File: config.mk
export PLATFORM = sky130hd
export DESIGN_NAME = srl_fifo_mc
export DESIGN_NICKNAME = d
export VERILOG_FILES = /design/src/rtl/srl_fifo_mc.sv
export SDC_FILE = /design/constraint.sdc
export NUM_CORES = 1
export LEC_CHECK = 0
export ABC_AREA = 0
export BUFFER_PORTS_ARGS = -buffer_cell sky130_fd_sc_hd__buf_4
export CAP_MARGIN = 20
export CORE_UTILIZATION = 40
export DETAILED_ROUTE_END_ITERATION = 7
export SETUP_SLACK_MARGIN = 0.5
export SYNTH_ARGS = -nofsm -noshare
export SYNTH_HDL_FRONTEND = slang
export SYNTH_SLANG_ARGS = --single-unit
export TNS_END_PERCENT = 50
File: constraint.sdc
create_clock -name ap_clk -period 2.9 [get_ports ap_clk]
set_clock_uncertainty 0.2 [all_clocks]
set_input_delay 0.145 -clock ap_clk [delete_from_list [all_inputs] [get_ports ap_clk]]
set_output_delay 0.145 -clock ap_clk [all_outputs]
set_load 0.005 [all_outputs]
File: src/rtl/srl_fifo_mc.sv
// srl_fifo_mc: NCH independent shift-register FIFOs with first-word fall-through.
// Ports (channel c occupies slice c of every vector):
//   ap_clk, ap_rst_n            clock, async active-low reset
//   if_write, if_din            write request / data (DATA_WIDTH per channel)
//   if_full_n, if_almost_full_n registered not-full / below almost-full threshold
//   if_read, if_dout            read request / head word (combinational)
//   if_empty_n                  registered not-empty
//   flush                       per-channel synchronous clear
//   count                       per-channel occupancy (CW bits each)
//   err_ovf, err_udf            sticky overflow / underflow flags
module srl_fifo_mc #(
  parameter  int DATA_WIDTH = 1,
  parameter  int DEPTH      = 2,
  parameter  int NCH        = 4,
  parameter  int AF_MARGIN  = 1,
  localparam int CW         = $clog2(DEPTH + 1)
) (
  input  logic                  ap_clk,
  input  logic                  ap_rst_n,
  input  logic [NCH-1:0]        if_write,
  input  logic [NCH*DATA_WIDTH-1:0] if_din,
  output logic [NCH-1:0]        if_full_n,
  output logic [NCH-1:0]        if_almost_full_n,
  input  logic [NCH-1:0]        if_read,
  output logic [NCH*DATA_WIDTH-1:0] if_dout,
  output logic [NCH-1:0]        if_empty_n,
  input  logic [NCH-1:0]        flush,
  output logic [NCH*CW-1:0]     count,
  output logic [NCH-1:0]        err_ovf,
  output logic [NCH-1:0]        err_udf
);
  for (genvar c = 0; c < NCH; c++) begin : g_ch
    logic [DATA_WIDTH-1:0] r_mem [DEPTH];
    logic [DATA_WIDTH-1:0] w_dout;
    logic [CW-1:0]         r_cnt, w_cnt_nxt;
    logic                  r_full_n, r_afull_n, r_empty_n, r_ovf, r_udf;
    logic                  w_wr, w_rd;
    // Flush discards any same-cycle write or read.
    assign w_wr = if_write[c] & r_full_n & ~flush[c];
    assign w_rd = if_read[c] & r_empty_n & ~flush[c];
    always_comb w_cnt_nxt = flush[c] ? '0 : r_cnt + CW'(w_wr) - CW'(w_rd);
    // Head word is the oldest entry, at index count-1.
    always_comb begin
      w_dout = '0;
      for (int i = 0; i < DEPTH; i++)
        if (r_cnt == CW'(i + 1)) w_dout = r_mem[i];
    end
    always_ff @(posedge ap_clk) begin
      if (w_wr) begin
        r_mem[0] <= if_din[c*DATA_WIDTH +: DATA_WIDTH];
        for (int i = 1; i < DEPTH; i++) r_mem[i] <= r_mem[i-1];
      end
    end
    always_ff @(posedge ap_clk or negedge ap_rst_n) begin
      if (!ap_rst_n) begin
        r_cnt     <= '0;
        r_full_n  <= 1'b1;
        r_afull_n <= 1'b1;
        r_empty_n <= 1'b0;
        r_ovf     <= 1'b0;
        r_udf     <= 1'b0;
      end else begin
        r_cnt     <= w_cnt_nxt;
        r_full_n  <= w_cnt_nxt != CW'(DEPTH);
        r_afull_n <= w_cnt_nxt < CW'(DEPTH - AF_MARGIN);
        r_empty_n <= w_cnt_nxt != '0;
        r_ovf     <= ~flush[c] & (r_ovf | (if_write[c] & ~r_full_n));
        r_udf     <= ~flush[c] & (r_udf | (if_read[c] & ~r_empty_n));
      end
    end
    assign if_dout[c*DATA_WIDTH +: DATA_WIDTH] = w_dout;
    assign count[c*CW +: CW] = r_cnt;
    assign if_full_n[c]        = r_full_n;
    assign if_almost_full_n[c] = r_afull_n;
    assign if_empty_n[c]       = r_empty_n;
    assign err_ovf[c]          = r_ovf;
    assign err_udf[c]          = r_udf;
  end
endmodule

* After elaboration in Yosys (flattened, before gate mapping)
Memories as Yosys holds them, arrays and structs flattened. Cells that the tools add are included.
Word-level totals: bits in registers 28, RAM bits 8, input bits 18, output and inout bits 32, word-level logic and storage cells 128, memories kept 4
Operators by class: add/sub/neg operators 8, $lt $le $gt $ge 4, eq/ne operators 12, multiplexer cells 20, bitwise gates (word level) 52, reductions and logical operators 4
Memory list:
- g_ch[0].r_mem | words 2, bits a word 1, rd ports 2, clocked after Yosys merged registers in 0, write ports 2, RTL line 33 | logic [DATA_WIDTH-1:0] r_mem [DEPTH];
- g_ch[1].r_mem | words 2, bits a word 1, rd ports 2, clocked after Yosys merged registers in 0, write ports 2, RTL line 33
- g_ch[2].r_mem | words 2, bits a word 1, rd ports 2, clocked after Yosys merged registers in 0, write ports 2, RTL line 33
- g_ch[3].r_mem | words 2, bits a word 1, rd ports 2, clocked after Yosys merged registers in 0, write ports 2, RTL line 33
Operators with widths (count):
- $and A1 B1 Y1 | 32
- $mux W1 | 16
- $not A1 Y1 | 12
- $add A2 B1 Y2 | 4
- $eq A2 B1 Y1 const B | 4
- $eq A2 B2 Y1 const B | 4
- $lt A2 B1 Y1 const B | 4
- $mux W2 | 4
- $ne A2 B2 Y1 const B | 4
- $or A1 B1 Y1 | 8
- $reduce_bool A2 Y1 | 4
- $sub A2 B1 Y2 | 4

* Longest topological paths before layout
Gate-level depths: netlist of run 1.
depth in word-level cells 6, depth in mapped cells 7

* Least setup slack after synthesis of run 1
Ideal clock, no wire load.
path kind register to register, start register g_ch[0].r_full_n, end register g_ch[0].r_full_n, setup time 0.088 ns, arrival time 1.986 ns, slack 0.626 ns, stages on the path, launching flop included 8, period minus slack after synthesis 2.274 ns, cells stage by stage dfstp_2 > nand2_1 > or2_2 > ha_1 > inv_1 > ha_1 > xnor3_2 > or3_1
Between the ends: longest elaborated chain between the ends 6
Ends and longest elaborated chain:
- from (decl) | RTL line 36 | logic r_full_n, r_afull_n, r_empty_n, r_ovf, r_udf;
- from (signal assigned) | RTL line 64 | r_full_n <= w_cnt_nxt != CW'(DEPTH);
- $and A1 B1 Y1 (2 in series) | RTL line 39 | assign w_wr = if_write[c] & r_full_n & ~flush[c];
- $add A2 B1 Y2 | RTL line 41 | always_comb w_cnt_nxt = flush[c] ? '0 : r_cnt + CW'(w_wr) - CW'(w_rd);
- $sub A2 B1 Y2 | RTL line 41
- $mux W2 | RTL line 41
- $ne A2 B2 Y1 | RTL line 64
Every way passes these cells.

* Worst setup path in the final report of run 1
start register g_ch[1].r_full_n, end register g_ch[1].r_full_n
Between the ends: longest elaborated chain between the ends 6
Ends and longest elaborated chain (RTL line):
- from (decl) | 36
- from (signal assigned) | 64
- $and A1 B1 Y1 (2 in series) | 39
- $add A2 B1 Y2 | 41
- $sub A2 B1 Y2 | 41
- $mux W2 | 41
- $ne A2 B2 Y1 | 64
Every way passes these cells.

==> results.yml, run 1 <==
yosys:
  ys_warn_count: 0
  postSynthAreaPerCell_um2: 10.9
  ys_top_cells_by_area: "dfrtp_1 29%, edfxtp_1 14%, dfstp_2 12%"
  ys_seq_elements: 36
  ys.flop_type: "dfrtp_1"
  async_flop_share: 0.778
  syn_inst: 160
  synth_edf_count: 8
  seq_area_frac_synth: 0.544
  synthTopCellsByCount: "24 x buf_4, 20 x dfrtp_1, 16 x inv_1, 16 x nor2_1"
  synth_top_area_cell: "dfrtp_1"
  syn_area_mm2: 0.00175
  ys_types: 19
  yosysMostFrequentCell: "buf_4"
  synth_top_area_frac: 0.287
  syn_nets: 186
floorplan:
  die_w_um: 68.1
  rows: 23
  dieArea_mm2: 0.00463
  die_h_um: 68.1
  core_mm2: 0.00409
  io_pins: 50
  start_util: 0.427
drt:
  num_vias: 1143
  drc: 0
  drtIter0Drc: 34
  routed_wl_mm: 2.90
  firstDrtPassIters: 4
  vias_per_cell: 4.46
  antenna_left: 0
  wl_per_cell_um: 11.3
layout:
  nNetsFinal: 231
  regArea_um2: 951
  syn_to_final_growth_pct: 27.9
  fillerInstances: 365
  drive_gt1_frac: 0.345
  finalNonFillerCells: 256
  multi_input_area_um2: 541
  n_antenna_cell: 0
worst_setup_path:
  cp_slowest_cell: "dfstp_2"
  cpPeakStageDelay_ps: 540
  required_ps: 2900
  crit_family: "simple AND/OR/NAND/NOR gates"
  crit_path_end_kind: "register"
  critPathKind: "reg2reg"
  crit_top_cell: "ha_1"
  worstReg2RegEnd: "g_ch[1].r_full_n"
  r2r_slack_ps: 650
  path_max_fanout: 4
  cp.arrival_ps: 2240
  path_buf_inv: 1
  path_cells: "nand2_1 > or2_2 > ha_1 > inv_1 > ha_1 > xnor3_2 > or3_1"
  rr_worst_depth: 7
  crit_path_start_kind: "register"
  regToRegStartpoint: "g_ch[1].r_full_n"
  setup.worst_path.start: "g_ch[1].r_full_n"
place:
  dp_hpwl_mm: 2.12
  place_ws_ps: 522
  routabilityCongestion: 0.728
  io_buffers: 49
  dp.cells: 231
run_status:
  outcome: "finished clean"
job:
  maxCapViolCount: 0
sta:
  fmax_mhz: 445
  worst_pin_slew_ps: 351
  setup_violations: 0
  worst_slack_ps: 652
  post-route-period-util: 0.775
  hold_slack_ps: 80.0
  slew_viol_final: 0
  finalSetupTns_ps: 0
  hold_viol: 0
  relSlewSlack: 0.766
  rsz0062_at_grt: "no"
  post-route-min-period_ps: 2250
clocking:
  cts_tree: "done"
  insertion_delay_ps: 280
  cts_sinks: 36
  cts.clk_slew.worst_paths_ps: 70
  clk_path_buf_depth: 2
  numCtsBuffers: 5
  cts_max_level: 2
  post_cts_buffers: 0
  root_buffer: "clkbuf_8"
global_routing:
  grt_pass1_wl_mm: 4.79
  grt_util_all_layers: 0.145
  grt-ovfl-total: 0
  grt_max_degree: 29
  antenna_found_initial: 0
  grt_pass1_vias: 1107
power:
  ir_drop_uv: 286
  p_total_w: 0.00133
  power_density_mw_per_mm2: 596
  power.leakage_nw: 1.08
hold_path:
  hold_path_end: "g_ch[1].r_mem[0][1]"
  holdPathStages: 3
  hp-start: "if_write[1]"
  hp-class: "in2reg"
final cells by class:
class | count | share of cell area
flip-flops and latches | 36 | 0.426
repair buffers | 66 | 0.241
multi-input cells | 80 | 0.242
clock inverters | 1 | 0.00224
inverters | 16 | 0.0269
clock buffers | 7 | 0.0342
well taps | 50 | 0.0280
how the worst max path moves through the flow:
stage | endpoint | cells after the start
final | g_ch[1].r_full_n | 7
after global routing | g_ch[3].r_full_n | 7
after CTS | g_ch[0].r_full_n | 7
after detailed placement | g_ch[1].r_full_n | 7
after global placement | g_ch[0].r_full_n | 7
after floorplan | g_ch[0].r_full_n | 7
through the flow:
step | util | area (um2)
2_1_floorplan | - | 1750
3_3_place_gp | 0.485 | 1980
3_5_place_dp | 0.485 | 1980
4_1_cts | 0.547 | 2230
5_1_grt | 0.547 | 2230
6_report | 0.547 | 2230
sequential cells by signal, summed over array words and instances (netlist names):
signal	cells
g_ch.r_cnt	8
g_ch.r_mem	8
g_ch.r_afull_n	4
g_ch.r_empty_n	4
g_ch.r_full_n	4
g_ch.r_ovf	4
g_ch.r_udf	4
kinds of logic (layout without fill, tap and decap cells):
group,count (synthesis),in the layout,share of synthesized area
flip-flops,36,36,0.544
AO/OA/AOI/OAI,20,20,0.0645
buffers and inverters,44,90,0.146
adder cells (fa/ha/maj),8,8,0.0573
XOR/XNOR,4,4,0.0530
AND/OR/NAND/NOR,48,48,0.135
power breakdown:
group	internal, W	switching, W	total [W]
Sequential	0.000606	0.0000484	0.000654
Combinational	0.000208	0.000136	0.000344
Clock	0.000168	0.000165	0.000333
Total	0.000983	0.000349	0.00133
cell usage in the layout, fill, tap and decap left out:
| master | Yosys | final |
|---|---|---|
| or3_1 | 4 | 4 |
| or2_2 | 4 | 4 |
| a21o_2 | 2 | 2 |
| dfstp_2 | 8 | 8 |
| nand3b_1 | 4 | 4 |
| nor2_1 | 16 | 16 |
| a21o_1 | 2 | 2 |
| buf_4 | 24 | 49 |
| clkinv_2 | 0 | 1 |
| nand2_1 | 12 | 12 |
| xnor3_1 | 2 | 2 |
| edfxtp_1 | 8 | 8 |
| nand2b_1 | 8 | 8 |
| clkbuf_1 | 4 | 2 |
| dfrtp_1 | 20 | 20 |
| ha_1 | 8 | 8 |
| o21ai_0 | 4 | 4 |
| a21oi_1 | 12 | 12 |
| xnor3_2 | 2 | 2 |
| dlygate4sd3_1 | 0 | 17 |
| clkbuf_8 | 0 | 5 |
| inv_1 | 16 | 16 |
worst min-delay path, cell delays in order:
cell and delay, ps:
buf_4 110, nand2_1 70, nor2_1 60
metal layers:
metal,track usage,part of all wire
met2,0.245,0.49
met3,0.0400,0.054
met1,0.165,0.44
met4,0.0781,0.020
met5,0,0
repair_timing:
item                                    CTS  global route
endpoints found under the setup margin    1             1
pin swaps                                 1             1
gates resized for setup                   0             0
endpoints found under the hold margin    60             0
hold buffers                             17             0
Note: power is estimated with default switching activity, not from simulation.
==> inputs of run 2 (changes only) <==
==> constraint.sdc (replaced) <==
create_clock -name ap_clk -period 2.1 [get_ports ap_clk]
set_clock_uncertainty 0.2 [all_clocks]
set_input_delay 0.105 -clock ap_clk [delete_from_list [all_inputs] [get_ports ap_clk]]
set_output_delay 0.105 -clock ap_clk [all_outputs]
set_load 0.005 [all_outputs]
==> run 2 against run 1 <==
Against the previous run: register-to-register slack lost 650 ps; die area is the same; core utilization grew 8.2 points; sequential cell count is the same; setup slack lost 650 ps; clock-buffer cell count grew 1; wire length grew 23%; critical path depth is the same; sequential power grew 39%; highest routed layer unchanged.
==> results.yml, run 2 (synthesis results as in run 1) <==
global_routing:
  grt-ovfl-total: 0
  busiest_layer: "met2"
  met3_usage: 0.0517
  grt_pass1_vias: 1238
  grt_util_all_layers: 0.171
  grt_pass1_wl_mm: 5.53
  grt_util_met2: 0.310
  antenna_found_initial: 0
  grt_max_degree: 29
  met1_usage: 0.178
place:
  placed_cell_area_mm2: 0.00212
  io_buffers: 49
  dp_hpwl_mm: 2.28
  place_ws_ps: -24.8
  routabilityCongestion: 0.721
  dp.cells: 236
power:
  seqPwrFrac: 0.441
  p_sw_frac: 0.269
  p_comb_frac: 0.316
  power_density_mw_per_mm2: 804
  power.leakage_nw: 1.18
  p_int_w: 0.00151
  switchingPower_w: 0.000556
  power.share.clock: 0.243
  ir_drop_uv: 402
sta:
  relSlewSlack: 0.752
  post-route-period-util: 0.998
  hold_slack_ps: 40.8
  hold_viol: 0
  worst_slack_ps: 4.59
  rsz0062_at_grt: "yes"
  fmax_mhz: 477
  post-route-min-period_ps: 2100
  slew_viol_final: 0
  setup_violations: 0
  worst_pin_slew_ps: 372
worst_setup_path:
  cpPeakStageDelay_ps: 540
  cp_slowest_cell: "dfstp_2"
  crit_path_end_kind: "register"
  rr_worst_depth: 7
  crit_family: "simple AND/OR/NAND/NOR gates"
  regToRegStartpoint: "g_ch[1].r_full_n"
  crit_path_start_kind: "register"
  path_cells: "nand2_2 > or2_4 > ha_4 > inv_2 > ha_4 > xnor3_2 > or3_1"
  path_max_fanout: 2
  r2r_slack_ps: 5
  critical_path_depth: 7
  critPathKind: "reg2reg"
  path_buf_inv: 1
  worstSetupEndpoint: "g_ch[1].r_full_n"
  worstReg2RegEnd: "g_ch[1].r_full_n"
  setup.worst_path.start: "g_ch[1].r_full_n"
  required_ps: 2100
  cp.arrival_ps: 2100
  crit_top_cell: "ha_4"
floorplan:
  die_w_um: 68.1
  start_util: 0.427
  core_mm2: 0.00409
  rows: 23
  die_h_um: 68.1
  dieArea_mm2: 0.00463
  io_pins: 50
layout:
  mostFrequentLayoutCells: "64 x buf_4, 21 x dlygate4sd3_1, 20 x dfrtp_1"
  finalNonFillerCells: 278
  top_regs: "g_ch.r_cnt x8, g_ch.r_mem x8"
  design_area_mm2: 0.00257
  utilization: 0.629
  n_antenna_cell: 0
  drive_gt1_frac: 0.487
  nNetsFinal: 253
  syn_to_final_growth_pct: 47.1
  final_common_cell: "buf_4"
drt:
  routed_wl_mm: 3.56
  drc: 0
  wl_per_cell_um: 12.8
  drtIter0Drc: 36
  antenna_left: 0
  firstDrtPassIters: 4
  vias_per_cell: 4.54
  num_vias: 1262
job:
  maxCapViolCount: 0
clocking:
  cts_sinks: 36
  numCtsBuffers: 5
  cts_max_level: 2
  cts_tree: "done"
  insertion_delay_ps: 280
  cts.clk_slew.worst_paths_ps: 70
  root_buffer: "clkbuf_8"
  clk_path_buf_depth: 2
hold_path:
  hp-class: "in2reg"
run_status:
  outcome: "finished clean"
run 2: cell count changes in the layout (fill, tap and decap cells not counted), moves of 2 or more:
cell / change
buf_4: +15
ha_1: -8
ha_4: +8
inv_1: -6
inv_2: +5
dlygate4sd3_1: +4
nand2_1: -4
nand2_2: +4
or2_2: -4
or2_4: +4
buf_6: +3
a21oi_1: -2
a21oi_2: +2
nor2_1: -2
run 2: worst register-to-register path, delay by kind of cell (launching register included):
family	cells	cell delay, ps
AND/OR/NAND/NOR	3	610
XOR/XNOR	1	230
flip-flops	1	540
buffers and inverters	1	40
adder cells (fa/ha/maj)	2	400
run 2: what timing repair did:
item	4_1_cts	5_1_grt
hold endpoints to repair	60	0
hold buffers	21	0
gates resized for setup	6	9
gates cloned	0	0
pin swaps	7	4
setup buffers	11	2
endpoints found under the setup margin	20	22
run 2: power groups by stage:
stage                     combinational (W)  clock (W)  sequential [W]
after floorplan                    0.000364          0        0.000907
after global placement             0.000515          0        0.000918
after detailed placement           0.000534          0        0.000923
after CTS                          0.000620   0.000517        0.000913
after global routing               0.000727   0.000542        0.000925
final                              0.000653   0.000501        0.000912
run 2: through the flow:
stage	setup TNS (ps)	total power, W
final	0	0.00207
after global routing	-179	0.00219
after CTS	0	0.00205
after detailed placement	-72.3	0.00146
after global placement	0	0.00143
after floorplan	0	0.00127
run 2: layout make-up:
class / instances / area (um2)
Inverter: 16 / 62.6
Fill cell: 347 / 1520
Timing Repair Buffer: 88 / 724
Clock buffer: 8 / 90.1
Multi-Input combinational cell: 80 / 678
Tap cell: 50 / 62.6
Sequential cell: 36 / 951
run 2: metal layers:
layer  part of all wire  vias to the layer above
met5                  0                        -
met4              0.011                        0
met3              0.045                        4
met2               0.54                       30
met1               0.41                      604
li1                   -                      624
run 2: how the worst min path moves through the flow:
stage / from / depth (start not counted) / slack (ps) / end
final: if_write[0] / 3 / 40 / g_ch[0].r_mem[0][0]
after global routing: if_write[0] / 3 / 40 / g_ch[0].r_mem[0][0]
after CTS: if_write[0] / 3 / 30 / g_ch[0].r_mem[0][0]
after detailed placement: ap_rst_n / 1 / -140 / g_ch[2].r_ovf
after global placement: ap_rst_n / 1 / -150 / g_ch[2].r_ovf
after floorplan: ap_rst_n / 0 / -390 / g_ch[0].r_cnt[0]
